<file path="src/rtl/rv_iommu_ds_arbiter_if.sv">
// rv_iommu_ds_arbiter_if: requester-side and memory-side channels of the data-structure port arbiter.
interface rv_iommu_ds_arbiter_if #(
  parameter int N_REQ      = 4,
  parameter int ADDR_WIDTH = 64,
  parameter int DATA_WIDTH = 64
);
  logic [N_REQ-1:0]            req_valid_i;
  logic [N_REQ-1:0]            req_ready_o;
  logic [N_REQ-1:0]            req_write_i;
  logic [N_REQ*ADDR_WIDTH-1:0] req_addr_i;
  logic [N_REQ*DATA_WIDTH-1:0] req_wdata_i;
  logic [N_REQ-1:0]            rsp_valid_o;
  logic [DATA_WIDTH-1:0]       rsp_data_o;
  logic                        rsp_err_o;
  logic                        mem_req_valid_o;
  logic                        mem_req_ready_i;
  logic                        mem_req_write_o;
  logic [ADDR_WIDTH-1:0]       mem_req_addr_o;
  logic [DATA_WIDTH-1:0]       mem_req_wdata_o;
  logic                        mem_rsp_valid_i;
  logic                        mem_rsp_ready_o;
  logic [DATA_WIDTH-1:0]       mem_rsp_data_i;
  logic                        mem_rsp_err_i;
  logic                        busy_o;
  logic [$clog2(N_REQ)-1:0]    grant_id_o;
  logic                        timeout_o;
  modport master (
    input  req_valid_i, req_write_i, req_addr_i, req_wdata_i,
           mem_req_ready_i, mem_rsp_valid_i, mem_rsp_data_i, mem_rsp_err_i,
    output req_ready_o, rsp_valid_o, rsp_data_o, rsp_err_o,
           mem_req_valid_o, mem_req_write_o, mem_req_addr_o, mem_req_wdata_o,
           mem_rsp_ready_o, busy_o, grant_id_o, timeout_o
  );
  modport slave (
    output req_valid_i, req_write_i, req_addr_i, req_wdata_i,
           mem_req_ready_i, mem_rsp_valid_i, mem_rsp_data_i, mem_rsp_err_i,
    input  req_ready_o, rsp_valid_o, rsp_data_o, rsp_err_o,
           mem_req_valid_o, mem_req_write_o, mem_req_addr_o, mem_req_wdata_o,
           mem_rsp_ready_o, busy_o, grant_id_o, timeout_o
  );
endinterface

</file>
<file path="src/rtl/rv_iommu_ds_arbiter.sv">
// rv_iommu_ds_arbiter: round-robin single-outstanding arbiter for the IOMMU data-structure memory port.
// Optional watchdog abort enabled by RV_IOMMU_DS_ARB_TIMEOUT_EN.
module rv_iommu_ds_arbiter #(
  parameter int N_REQ          = 4,
  parameter int ADDR_WIDTH     = 64,
  parameter int DATA_WIDTH     = 64,
  parameter int TIMEOUT_CYCLES = 1024
) (
  input logic clk_i,
  input logic rst_i,
  rv_iommu_ds_arbiter_if.master bus
);
  localparam int IW = $clog2(N_REQ);
  typedef enum logic [1:0] {IDLE, ISSUE, WAIT_RSP, RESP} state_e;
  state_e                state_q, state_d;
  logic [IW-1:0]         rr_q, rr_d, id_q, id_d, win;
  logic                  found, write_q, write_d, err_q, err_d, to_q, to_d, expire;
  logic [ADDR_WIDTH-1:0] addr_q, addr_d;
  logic [DATA_WIDTH-1:0] wdata_q, wdata_d, rdata_q, rdata_d;
  logic [N_REQ-1:0]      ready;
`ifdef RV_IOMMU_DS_ARB_TIMEOUT_EN
  logic [15:0] cnt_q, cnt_d;
  assign expire = cnt_q == 16'(TIMEOUT_CYCLES - 1);
  assign cnt_d  = (state_q == ISSUE || state_q == WAIT_RSP) ? cnt_q + 16'd1 : '0;
  always_ff @(posedge clk_i or posedge rst_i)
    if (rst_i) cnt_q <= '0;
    else cnt_q <= cnt_d;
`else
  assign expire = 1'b0;
`endif
  always_comb begin
    found = 1'b0;
    win   = '0;
    for (int i = 1; i <= N_REQ; i++)
      if (!found && bus.req_valid_i[(int'(rr_q) + i) % N_REQ]) begin
        found = 1'b1;
        win   = IW'((int'(rr_q) + i) % N_REQ);
      end
  end
  always_comb begin
    state_d = state_q;
    rr_d    = rr_q;
    id_d    = id_q;
    addr_d  = addr_q;
    wdata_d = wdata_q;
    write_d = write_q;
    rdata_d = rdata_q;
    err_d   = err_q;
    to_d    = 1'b0;
    ready   = '0;
    case (state_q)
      IDLE: if (found) begin
        ready[win] = 1'b1;
        rr_d       = win;
        id_d       = win;
        addr_d     = bus.req_addr_i[win*ADDR_WIDTH +: ADDR_WIDTH];
        wdata_d    = bus.req_wdata_i[win*DATA_WIDTH +: DATA_WIDTH];
        write_d    = bus.req_write_i[win];
        state_d    = ISSUE;
      end
      ISSUE: if (bus.mem_req_ready_i) state_d = WAIT_RSP;
      else if (expire) begin
        state_d = RESP;
        to_d    = 1'b1;
        rdata_d = '0;
        err_d   = 1'b1;
      end
      WAIT_RSP: if (bus.mem_rsp_valid_i) begin
        state_d = RESP;
        rdata_d = bus.mem_rsp_data_i;
        err_d   = bus.mem_rsp_err_i;
      end else if (expire) begin
        state_d = RESP;
        to_d    = 1'b1;
        rdata_d = '0;
        err_d   = 1'b1;
      end
      default: state_d = IDLE;
    endcase
  end
  always_ff @(posedge clk_i or posedge rst_i)
    if (rst_i) begin
      state_q <= IDLE;
      rr_q    <= IW'(N_REQ - 1);
      id_q    <= '0;
      addr_q  <= '0;
      wdata_q <= '0;
      write_q <= 1'b0;
      rdata_q <= '0;
      err_q   <= 1'b0;
      to_q    <= 1'b0;
    end else begin
      state_q <= state_d;
      rr_q    <= rr_d;
      id_q    <= id_d;
      addr_q  <= addr_d;
      wdata_q <= wdata_d;
      write_q <= write_d;
      rdata_q <= rdata_d;
      err_q   <= err_d;
      to_q    <= to_d;
    end
  // Grant is combinational from req_valid_i, so mask it while reset holds the FSM.
  assign bus.req_ready_o     = rst_i ? '0 : ready;
  assign bus.rsp_valid_o     = state_q == RESP ? N_REQ'(1) << id_q : '0;
  assign bus.rsp_data_o      = rdata_q;
  assign bus.rsp_err_o       = err_q;
  assign bus.mem_req_valid_o = state_q == ISSUE;
  assign bus.mem_req_write_o = write_q;
  assign bus.mem_req_addr_o  = addr_q;
  assign bus.mem_req_wdata_o = wdata_q;
  assign bus.mem_rsp_ready_o = state_q == WAIT_RSP;
  assign bus.busy_o          = state_q != IDLE;
  assign bus.grant_id_o      = id_q;
  assign bus.timeout_o       = to_q;
endmodule

</file>
<file path="src/flat_wrapper.sv">
// flat-port wrapper written by rule: the top's interface ports become plain ports
module rv_iommu_ds_arbiter_flat 
#(
  parameter int N_REQ          = 4,
  parameter int ADDR_WIDTH     = 64,
  parameter int DATA_WIDTH     = 64,
  parameter int TIMEOUT_CYCLES = 1024
)
  (clk_i, rst_i, bus_req_valid_i, bus_req_write_i, bus_req_addr_i, bus_req_wdata_i, bus_mem_req_ready_i, bus_mem_rsp_valid_i, bus_mem_rsp_data_i, bus_mem_rsp_err_i, bus_req_ready_o, bus_rsp_valid_o, bus_rsp_data_o, bus_rsp_err_o, bus_mem_req_valid_o, bus_mem_req_write_o, bus_mem_req_addr_o, bus_mem_req_wdata_o, bus_mem_rsp_ready_o, bus_busy_o, bus_grant_id_o, bus_timeout_o);
  rv_iommu_ds_arbiter_if #(.N_REQ(N_REQ), .ADDR_WIDTH(ADDR_WIDTH), .DATA_WIDTH(DATA_WIDTH)) bus_i ();
  input logic clk_i;
  input logic rst_i;
  input wire logic [$bits(bus_i.req_valid_i)-1:0] bus_req_valid_i;
  input wire logic [$bits(bus_i.req_write_i)-1:0] bus_req_write_i;
  input wire logic [$bits(bus_i.req_addr_i)-1:0] bus_req_addr_i;
  input wire logic [$bits(bus_i.req_wdata_i)-1:0] bus_req_wdata_i;
  input wire logic [$bits(bus_i.mem_req_ready_i)-1:0] bus_mem_req_ready_i;
  input wire logic [$bits(bus_i.mem_rsp_valid_i)-1:0] bus_mem_rsp_valid_i;
  input wire logic [$bits(bus_i.mem_rsp_data_i)-1:0] bus_mem_rsp_data_i;
  input wire logic [$bits(bus_i.mem_rsp_err_i)-1:0] bus_mem_rsp_err_i;
  output wire logic [$bits(bus_i.req_ready_o)-1:0] bus_req_ready_o;
  output wire logic [$bits(bus_i.rsp_valid_o)-1:0] bus_rsp_valid_o;
  output wire logic [$bits(bus_i.rsp_data_o)-1:0] bus_rsp_data_o;
  output wire logic [$bits(bus_i.rsp_err_o)-1:0] bus_rsp_err_o;
  output wire logic [$bits(bus_i.mem_req_valid_o)-1:0] bus_mem_req_valid_o;
  output wire logic [$bits(bus_i.mem_req_write_o)-1:0] bus_mem_req_write_o;
  output wire logic [$bits(bus_i.mem_req_addr_o)-1:0] bus_mem_req_addr_o;
  output wire logic [$bits(bus_i.mem_req_wdata_o)-1:0] bus_mem_req_wdata_o;
  output wire logic [$bits(bus_i.mem_rsp_ready_o)-1:0] bus_mem_rsp_ready_o;
  output wire logic [$bits(bus_i.busy_o)-1:0] bus_busy_o;
  output wire logic [$bits(bus_i.grant_id_o)-1:0] bus_grant_id_o;
  output wire logic [$bits(bus_i.timeout_o)-1:0] bus_timeout_o;
  assign bus_i.req_valid_i = bus_req_valid_i;
  assign bus_i.req_write_i = bus_req_write_i;
  assign bus_i.req_addr_i = bus_req_addr_i;
  assign bus_i.req_wdata_i = bus_req_wdata_i;
  assign bus_i.mem_req_ready_i = bus_mem_req_ready_i;
  assign bus_i.mem_rsp_valid_i = bus_mem_rsp_valid_i;
  assign bus_i.mem_rsp_data_i = bus_mem_rsp_data_i;
  assign bus_i.mem_rsp_err_i = bus_mem_rsp_err_i;
  assign bus_req_ready_o = bus_i.req_ready_o;
  assign bus_rsp_valid_o = bus_i.rsp_valid_o;
  assign bus_rsp_data_o = bus_i.rsp_data_o;
  assign bus_rsp_err_o = bus_i.rsp_err_o;
  assign bus_mem_req_valid_o = bus_i.mem_req_valid_o;
  assign bus_mem_req_write_o = bus_i.mem_req_write_o;
  assign bus_mem_req_addr_o = bus_i.mem_req_addr_o;
  assign bus_mem_req_wdata_o = bus_i.mem_req_wdata_o;
  assign bus_mem_rsp_ready_o = bus_i.mem_rsp_ready_o;
  assign bus_busy_o = bus_i.busy_o;
  assign bus_grant_id_o = bus_i.grant_id_o;
  assign bus_timeout_o = bus_i.timeout_o;
  rv_iommu_ds_arbiter #(.N_REQ(N_REQ), .ADDR_WIDTH(ADDR_WIDTH), .DATA_WIDTH(DATA_WIDTH), .TIMEOUT_CYCLES(TIMEOUT_CYCLES)) u_core (.clk_i(clk_i), .rst_i(rst_i), .bus(bus_i));
endmodule
</file>
<file path="config.mk">
export PLATFORM = sky130hd
export DESIGN_NAME = rv_iommu_ds_arbiter_flat
export DESIGN_NICKNAME = d
export VERILOG_FILES = /design/src/rtl/rv_iommu_ds_arbiter_if.sv /design/src/rtl/rv_iommu_ds_arbiter.sv /design/src/flat_wrapper.sv
export SDC_FILE = /design/constraint.sdc
export NUM_CORES = 1
export LEC_CHECK = 0
export ABC_CLOCK_PERIOD_IN_PS = 10050
export CAP_MARGIN = 20
export CORE_AREA = 2 2 307 309
export DETAILED_ROUTE_END_ITERATION = 8
export DIE_AREA = 0 0 309 311
export GPL_TIMING_DRIVEN = 0
export SYNTH_ARGS = -nofsm -noshare
export SYNTH_HDL_FRONTEND = slang
export SYNTH_SLANG_ARGS = --single-unit
</file>
<file path="constraint.sdc">
create_clock -name clk_i -period 10.05 [get_ports clk_i]
set_input_delay 1.005 -clock clk_i [delete_from_list [all_inputs] [get_ports clk_i]]
set_output_delay 1.005 -clock clk_i [all_outputs]
set_load 0.05 [all_outputs]
</file>
# --- Word level (Yosys, flattened, before mapping) ---
# Index checks and enable logic that the tools add are counted.
op_classes:
  mux: 32
  magnitude_cmp: 6
  n_addsub: 4
  n_eq_ne: 6
  n_reduce_logical: 16
  bitwise: 4
  n_shift: 3
ops:
  columns: ["op", "count"]
  rows:
  - ["$shiftx A256 B9 Y64", 2]
  - ["$lt A3 B4 Y1 const B", 4]
  - ["$mux W4", 4]
  - ["$mux W1", 14]
  - ["$mux W2", 7]
  - ["$bmux W1 S2", 5]
  - ["$reduce_or A2 Y1", 4]
  - ["$pmux W2 S3", 1]
  - ["$add A2 B1 Y2 const B", 2]
  - ["$add A2 B2 Y2 const B", 2]
  - ["$and A1 B1 Y1 const A", 4]
  - ["$eq A2 B2 Y1 const B", 2]
  - ["$logic_and A1 B1 Y1", 4]
  - ["$ne A2 B2 Y1 const B", 2]
  - ["$reduce_and A2 Y1", 2]
  - ["$shl A1 B2 Y4 const A", 1]
  - ["$logic_not A1 Y1", 3]
  - ["$lt A2 B3 Y1 const B", 1]
  - ["$reduce_and A3 Y1", 1]
  - ["$demux W1 S2", 1]
  - ["$eq A2 B1 Y1 const B", 1]
  - ["$ge A2 B1 Y1 const B", 1]
  - ["$logic_not A2 Y1", 1]
  - ["$ne A2 B1 Y1 const B", 1]
  - ["$reduce_bool A2 Y1", 1]
word_totals:
  in_bits: 589
  output_inout_bits: 208
  ff_bits: 200

# --- Longest topological paths before layout ---
# Gate-level depths: netlist of the first run.
depth:
  depth_word: 23
  mapped_depth: 10
  depth_no_buf: 6

# --- Worst setup path after synthesis of the first run ---
# No wires, ideal clock.
synth_timing:
  kind: "input-to-output"
  start: "input rst_i"
  end: "output bus_req_ready_o[0]"
  path_slack_ns: 2.949
  path_buffers: 0
  stages: 2
  t_arrival_ns: 6.096
  path_cell_list: "inv_1 -> and3_1"
synth_between:
  elab_chain_len: 1
synth_rtl:
  columns: ["element", "line", "rtl"]
  rows:
  - ["start, declared", "flat_wrapper.sv:12", "input logic rst_i;"]
  - ["$mux W4", "rv_iommu_ds_arbiter.sv:104", "assign bus.req_ready_o = rst_i ? '0 : ready;"]
  - ["end, declared", "flat_wrapper.sv:21", "output wire logic [$bits(bus_i.req_ready_o)-1:0] bus_req_ready_o;"]
# Every way passes these cells.

# --- Worst setup path after layout of the first run ---
layout_timing:
  start: "input bus_req_valid_i[1]"
  end: "output bus_req_ready_o[2]"
layout_between:
  elab_chain_len: 20
  word_cells_on_any_way: 34
  classes_between: "2 x order compare; 25 x mux; 7 x reduce/logical"
layout_rtl:
  columns: ["element", "line", "rtl"]
  rows:
  - ["start, declared", "flat_wrapper.sv:13", "input wire logic [$bits(bus_i.req_valid_i)-1:0] bus_req_valid_i;"]
  - ["$bmux W1 S2", "rv_iommu_ds_arbiter.sv:35", "if (!found && bus.req_valid_i[(int'(rr_q) + i) % N_REQ]) begin"]
  - ["$mux W1 (implied by the code) (2 in a row)", "rv_iommu_ds_arbiter.sv:35", null]
  - ["$mux W1", "rv_iommu_ds_arbiter.sv:35", null]
  - ["$logic_not A1 Y1", "rv_iommu_ds_arbiter.sv:35", null]
  - ["$logic_and A1 B1 Y1", "rv_iommu_ds_arbiter.sv:35", null]
  - ["$mux W1", "rv_iommu_ds_arbiter.sv:35", null]
  - ["$logic_not A1 Y1", "rv_iommu_ds_arbiter.sv:35", null]
  - ["$logic_and A1 B1 Y1", "rv_iommu_ds_arbiter.sv:35", null]
  - ["[3 not listed]", null, null]
  - ["$mux W2", "rv_iommu_ds_arbiter.sv:35", null]
  - ["$lt A2 B3 Y1 (implied by the code) or $ge A2 B1 Y1 (tied branches)", "rv_iommu_ds_arbiter.sv:53", "ready[win] = 1'b1;"]
  - ["$logic_and A1 B1 Y1 (implied by the code)", "rv_iommu_ds_arbiter.sv:53", null]
  - ["$mux W1 (implied by the code)", "rv_iommu_ds_arbiter.sv:53", null]
  - ["$demux W1 S2", null, null]
  - ["$mux W4 (*)", "rv_iommu_ds_arbiter.sv:52", "IDLE: if (found) begin"]
  - ["$mux W4 (*)", "rv_iommu_ds_arbiter.sv:51", "case (state_q)"]
  - ["$mux W4 (*)", "rv_iommu_ds_arbiter.sv:104", null]
# Every way passes the cells marked *; elsewhere a longest branch is shown, timed or not. The select of a mux whose other input is x is not followed.

==> metrics, run 1 <==
worst skew pair latency=0.52 ns; Die X=309 um; Final period util=0.574; sequential-to-total area share from yosys stat=0.430; count leader, synth=dfrtp_1; die area=96100 um2; Starting DRT DRC Count=913; Finished Cell Area=21900 um2; RSZ-0062 raised after global routing=false; DR DRC count=0; synthesized instance count=1194; Post-synth top cells=198 x dfrtp_1, 139 x o21ai_0, 131 x mux2i_1; static leakage=8.31 nW; number of max-cap violations=0; largest net degree at the start of global routing=86; first-pass GRT wire length=99100 um; final wirelength=72900 um; critical path type=input pin to output pin; WHS=0.509 ns; initial core utilization=0.126; sequential power share=0.211; Layout Nets=2604; Syn Area/Cell=9.76 um2; # Post-CTS Setup Buffers=0; worst vdd ir=0.187 mV; Sw Pwr=3.89 mW; max-slew violations=0; Int Power=3.29 mW; Total Routing Usage GR=0.146; top cell type's share of synthesized area=0.425; Synth Register Bits=200; IO Pins=797; Post-Syn Area=11700 um2; Post-synth EDFFs=0; fmax=173 MHz; minimum clock period after layout=5.76 ns; WL met3=6240 um; Num Clock Sinks=200; CP Max Fanout=10; Inserted Clock Buffers=17; Tightest Hold Check Type=flip-flop to flip-flop; Slew Limit Headroom=0.0748; PwrDens=328 nW/um2; post-route setup TNS=0 ns; post-cts hold buffer count=0; placed cells=3245; Layout Skew=0.0194 ns; met2 WL=34200 um; Arrival @ worst endpoint=4.76 ns; Yosys cell types=41; Comb pwr share=0.681; placer congestion estimate=0.882; ys async rst share=1.00; clock share of power=0.108; Metal-1 WL=30100 um; Antenna Nets Post-Route=0; status=completed; PostCTS Resize Cnt=0; cell accounting for the most synthesized area=dfrtp_1; Die Ht=311 um; CTS tree=done; final setup vio count=0; Core ar.=92800 um2; std cell rows=112; Slew @ Worst Pin=1.39 ns; prevailing post-synth register cell=dfrtp_1; H-tree depth=4; main area contributors after synthesis=dfrtp_1 43%, mux2i_1 11%, o2bb2ai_1 7.3%; Design Power=7.18 mW; Vias=13400; Overflow after GRT=0; Port Buffers=793; endpoint class of the critical path=output pin; Via density=4.09; DP Area=21300 um2; Hold Fails Final Rpt=0; Longest Clk Path Bufs=2; vias in the first global route=13400; synth-to-layout area growth=87.8%; Synth warnings=0; CTS root buffer=clkbuf_16; DRT Pass-1 Iters=5; Final HPWL DP=58700 um; Reg clk slew, reported paths=0.09 ns; Setup crit start kind=input pin; uppermost layer routed=met5; initial antenna violation count=8; critical path data required time=9.05 ns; Non-Filler Instances=3282; Synthesized Nets=1788; layout cell share with drive strength beyond 1=0.0999; WL per Instance=22.2 um; sw frac=0.542
power groups by stage:
stage	clock network, mW	registers (mW)	logic [mW]
CTS	0.815	1.51	4.95
global placement	0	1.51	4.91
finish	0.778	1.51	4.89
global route	0.844	1.56	5.18
detailed placement	0	1.51	4.94
floorplan	0	2.79	1.66
cells by family (layout without fill, tap and decap cells):
kind of cell,after synthesis,in the layout,synth area share
other,1,6,0.000322
AO/OA/AOI/OAI,471,471,0.264
buffers and inverters,128,957,0.0521
multiplexers,196,196,0.175
flip-flops,200,200,0.430
AND/OR/NAND/NOR,193,193,0.0729
adder cells (fa/ha/maj),5,5,0.00537
registers in the layout, summed over array words and instances, names as in the netlist:
| signal | cells |
|---|---|
| u_core.bus.mem_req_addr_o | 64 |
| u_core.bus.mem_req_wdata_o | 64 |
| u_core.bus.rsp_data_o | 64 |
| u_core.bus.grant_id_o | 2 |
| u_core.rr_q | 2 |
| u_core.state_q | 2 |
| u_core.bus.mem_req_write_o | 1 |
| u_core.bus.rsp_err_o | 1 |
worst max-delay path: stages:
cell and delay, ns:
clkdlybuf4s50_1 0.51, clkbuf_2 0.48, a221oi_1 1.26, buf_2 0.44, and3_1 0.20, clkdlybuf4s50_1 0.85
final cells by class:
cell class	count	area, um2
antenna	5	12.5
clock buffer	17	425
multi-input combinational	866	6040
clock inverter	15	188
tap	1254	1570
timing repair buffer	797	8030
fill	10100	70900
buffer	120	578
sequential	200	5010
inverter	8	37.5
cells in the final DEF, fill, tap and decap left out, types with 17 or more instances in the layout:
cell             instances
o21ai_0                139
a221oi_1                33
clkdlybuf4s50_1        793
mux2i_1                131
buf_2                   49
a31oi_1                 97
o21ai_1                 56
nand2_1                108
clkbuf_1                59
nor2_1                  36
o2bb2ai_1               97
mux2_2                  65
clkbuf_16               17
dfrtp_1                198
or2_2                   32
o22ai_1                 32
routing by layer:
layer,up-vias,global-route usage
li1,6130,-
met5,-,0
met3,84,0.0409
met4,8,0.0552
met1,6519,0.179
met2,685,0.241
stage by stage:
| stage | utilization | worst slack (ns) |
|---|---|---|
| 2_1_floorplan | - | 2.95 |
| 3_3_place_gp | 0.228 | -0.861 |
| 3_5_place_dp | 0.229 | 4.28 |
| 4_1_cts | 0.236 | 4.29 |
| 5_1_grt | 0.236 | 4.28 |
| 6_report | 0.236 | 4.29 |
path summary, 6_finish.rpt:
| kind | from | endpoint | slack (ns) | depth (start not counted) |
|---|---|---|---|---|
| worst max-delay path | bus_req_valid_i[1] | bus_req_ready_o[2] | 4.29 | 6 |
| worst min-delay path | u_core.bus.rsp_data_o[48] | u_core.bus.rsp_data_o[48] | 0.51 | 1 |
| worst max register to register | u_core.rr_q[1] | u_core.bus.mem_req_wdata_o[22] | 6.99 | 7 |
| worst min register to register | u_core.bus.rsp_data_o[48] | u_core.bus.rsp_data_o[48] | 0.51 | 1 |
| max in group asynchronous | rst_i | u_core.bus.mem_req_wdata_o[58] | 8.26 | 3 |
| min in group asynchronous | rst_i | u_core.bus.mem_req_addr_o[38] | 0.93 | 2 |
Power figures use the tool's default switching activity.
==> inputs of run 2 (changes only) <==
- ABC_CLOCK_PERIOD_IN_PS: 10050 -> 5250
- CORE_AREA: 2 2 307 309 -> 2 2 314 316
- DIE_AREA: 0 0 309 311 -> 0 0 316 318
- clock period: 10.05 -> 5.25 ns (I/O delays scaled with it)
==> metrics, run 2 (synthesis gave the netlist of run 1 again) <==
critical path type=flip-flop to output pin; WL per Instance=22.8 um; final setup vio count=0; Core ar.=97400 um2; placed cells=3282; worst vdd ir=0.234 mV; DRT Pass-1 Iters=5; initial core utilization=0.120; Worst Reg2Reg Path Length in Cells=7; first-pass GRT wire length=103000 um; max-slew violations=0; DR DRC count=0; Reg2Reg Capture Point=u_core.bus.mem_req_wdata_o[18]; largest net degree at the start of global routing=37; worst skew pair latency=0.53 ns; Longest Clk Path Bufs=2; Die Ht=318 um; fmax=212 MHz; Layout Skew=0.0245 ns; H-tree depth=4; die area=100000 um2; Int Power=6.34 mW; RSZ-0062 raised after global routing=false; Critical Path, Cell by Cell=inv_1 -> ha_1 -> clkbuf_1 -> o21a_1 -> clkbuf_2 -> buf_2 -> buf_2 -> and3_1 -> clkdlybuf4s50_1; Total Routing Usage GR=0.147; final wirelength=75900 um; Layout Nets=2608; sequential power share=0.208; Slew Limit Headroom=0.218; PwrDens=628 nW/um2; Die X=316 um; Inserted Clock Buffers=17; status=completed; Hold Fails Final Rpt=0; Non-Filler Instances=3331; post-cts hold buffer count=0; clock share of power=0.111; Tightest Hold Check Type=input pin to async pin; CP top delay family=buffers and inverters; minimum clock period after layout=4.72 ns; CTS root buffer=clkbuf_16; crit path buf inv count=6; most common cell after layout, fill and taps aside=clkdlybuf4s50_1; CTS tree=done; CP dominant cell by count=buf_2; critical path data required time=4.72 ns; WHS=0.386 ns; DP Area=21400 um2; Crit-path slowest cell=clkdlybuf4s50_1; r2r startpoint=u_core.rr_q[1]; Overflow after GRT=0; Final HPWL DP=61800 um; Comb pwr share=0.682; Starting DRT DRC Count=803; Port Buffers=793; Finished Cell Area=22000 um2; endpoint class of the critical path=output pin; Antenna Nets Post-Route=0; Arrival @ worst endpoint=4.19 ns; commonest non-fill, non-tap cells in the layout=793 x clkdlybuf4s50_1, 198 x dfrtp_1, 139 x o21ai_0; Reg clk slew, reported paths=0.10 ns; PostCTS Resize Cnt=0; number of max-cap violations=0; layout cell share with drive strength beyond 1=0.102; Slew @ Worst Pin=1.14 ns; static leakage=8.34 nW; sw frac=0.542; CP Max Fanout=12; Via density=4.02; IO Pins=797; initial antenna violation count=25; worst reg-to-reg setup slack=1.46 ns; synth-to-layout area growth=89.2%; critical path's largest stage delay=0.81 ns; Util after Layout=0.226; vias in the first global route=13700; Sw Pwr=7.50 mW; Final period util=0.899; Setup crit start kind=flip-flop; # Post-CTS Setup Buffers=0; Vias=13400; Num Clock Sinks=200; std cell rows=115; placer congestion estimate=0.864
==> run 2: changes by cell type in the layout (fill, tap and decap cells not counted), sizes merged <==
cell,previous run,this run
inv,17,13
buf,63,67
clkinvlp,0,1
diode,5,17
bufinv,0,1
clkinv,6,8
==> run 2: metal layers <==
metal	track usage	share of wire	wire, um
met5	0	0.00059	45
met4	0.0558	0.026	2000
met3	0.0488	0.094	7170
met2	0.232	0.46	34900
met1	0.183	0.42	31700
==> run 2: power by group through the flow <==
stage	Sequential, mW	Combinational [mW]	Clock, mW
3_3_place_gp	2.86	9.48	0
2_1_floorplan	5.34	3.18	0
4_1_cts	2.87	9.56	1.60
3_5_place_dp	2.88	9.54	0
6_report	2.88	9.44	1.53
5_1_grt	2.96	10.0	1.65
==> run 2: worst max path at each step <==
stage | start | endpoint | slack [ns] | cells past startpoint
floorplan | rst_i | bus_req_ready_o[0] | 0.56 | 2
global placement | rst_i | bus_req_ready_o[2] | -2.57 | 4
detailed placement | bus_req_valid_i[1] | bus_req_ready_o[1] | 0.57 | 8
CTS | u_core.state_q[0] | bus_req_ready_o[2] | 0.40 | 9
global route | u_core.state_q[0] | bus_req_ready_o[2] | 0.22 | 9
finish | u_core.state_q[0] | bus_req_ready_o[2] | 0.53 | 9
==> run 2: stage by stage <==
step                setup slack, ns  power [mW]  setup TNS (ns)
detailed placement            0.567        12.4               0
CTS                           0.402        14.0               0
floorplan                     0.558        8.51               0
global placement              -2.57        12.3          -44.15
global route                  0.225        14.6               0
finish                        0.532        13.8               0
==> run 2: area by class of cell <==
cell class	instances	area, um2
Antenna cell	17	42.5
Buffer	120	578
Clock buffer	17	425
Clock inverter	15	220
Fill cell	10700	75400
Inverter	8	33.8
Multi-Input combinational cell	866	6040
Sequential cell	200	5010
Tap cell	1287	1610
Timing Repair Buffer	801	8090
==> run 2: worst reg2reg max path, stage by stage, from the launching register on <==
cell and delay [ns]:
dfstp_2 0.56, nand2b_1 0.11, a21oi_1 0.08, o221ai_2 0.58, buf_2 0.52, buf_2 0.62
mux2i_1 1.02, o21ai_1 0.17
==> inputs of run 3 (changes only) <==
- TNS_END_PERCENT: unset -> 1
==> results of run 3 <==
Same layout as run 2: the final DEF is identical, and so are final timing and power.
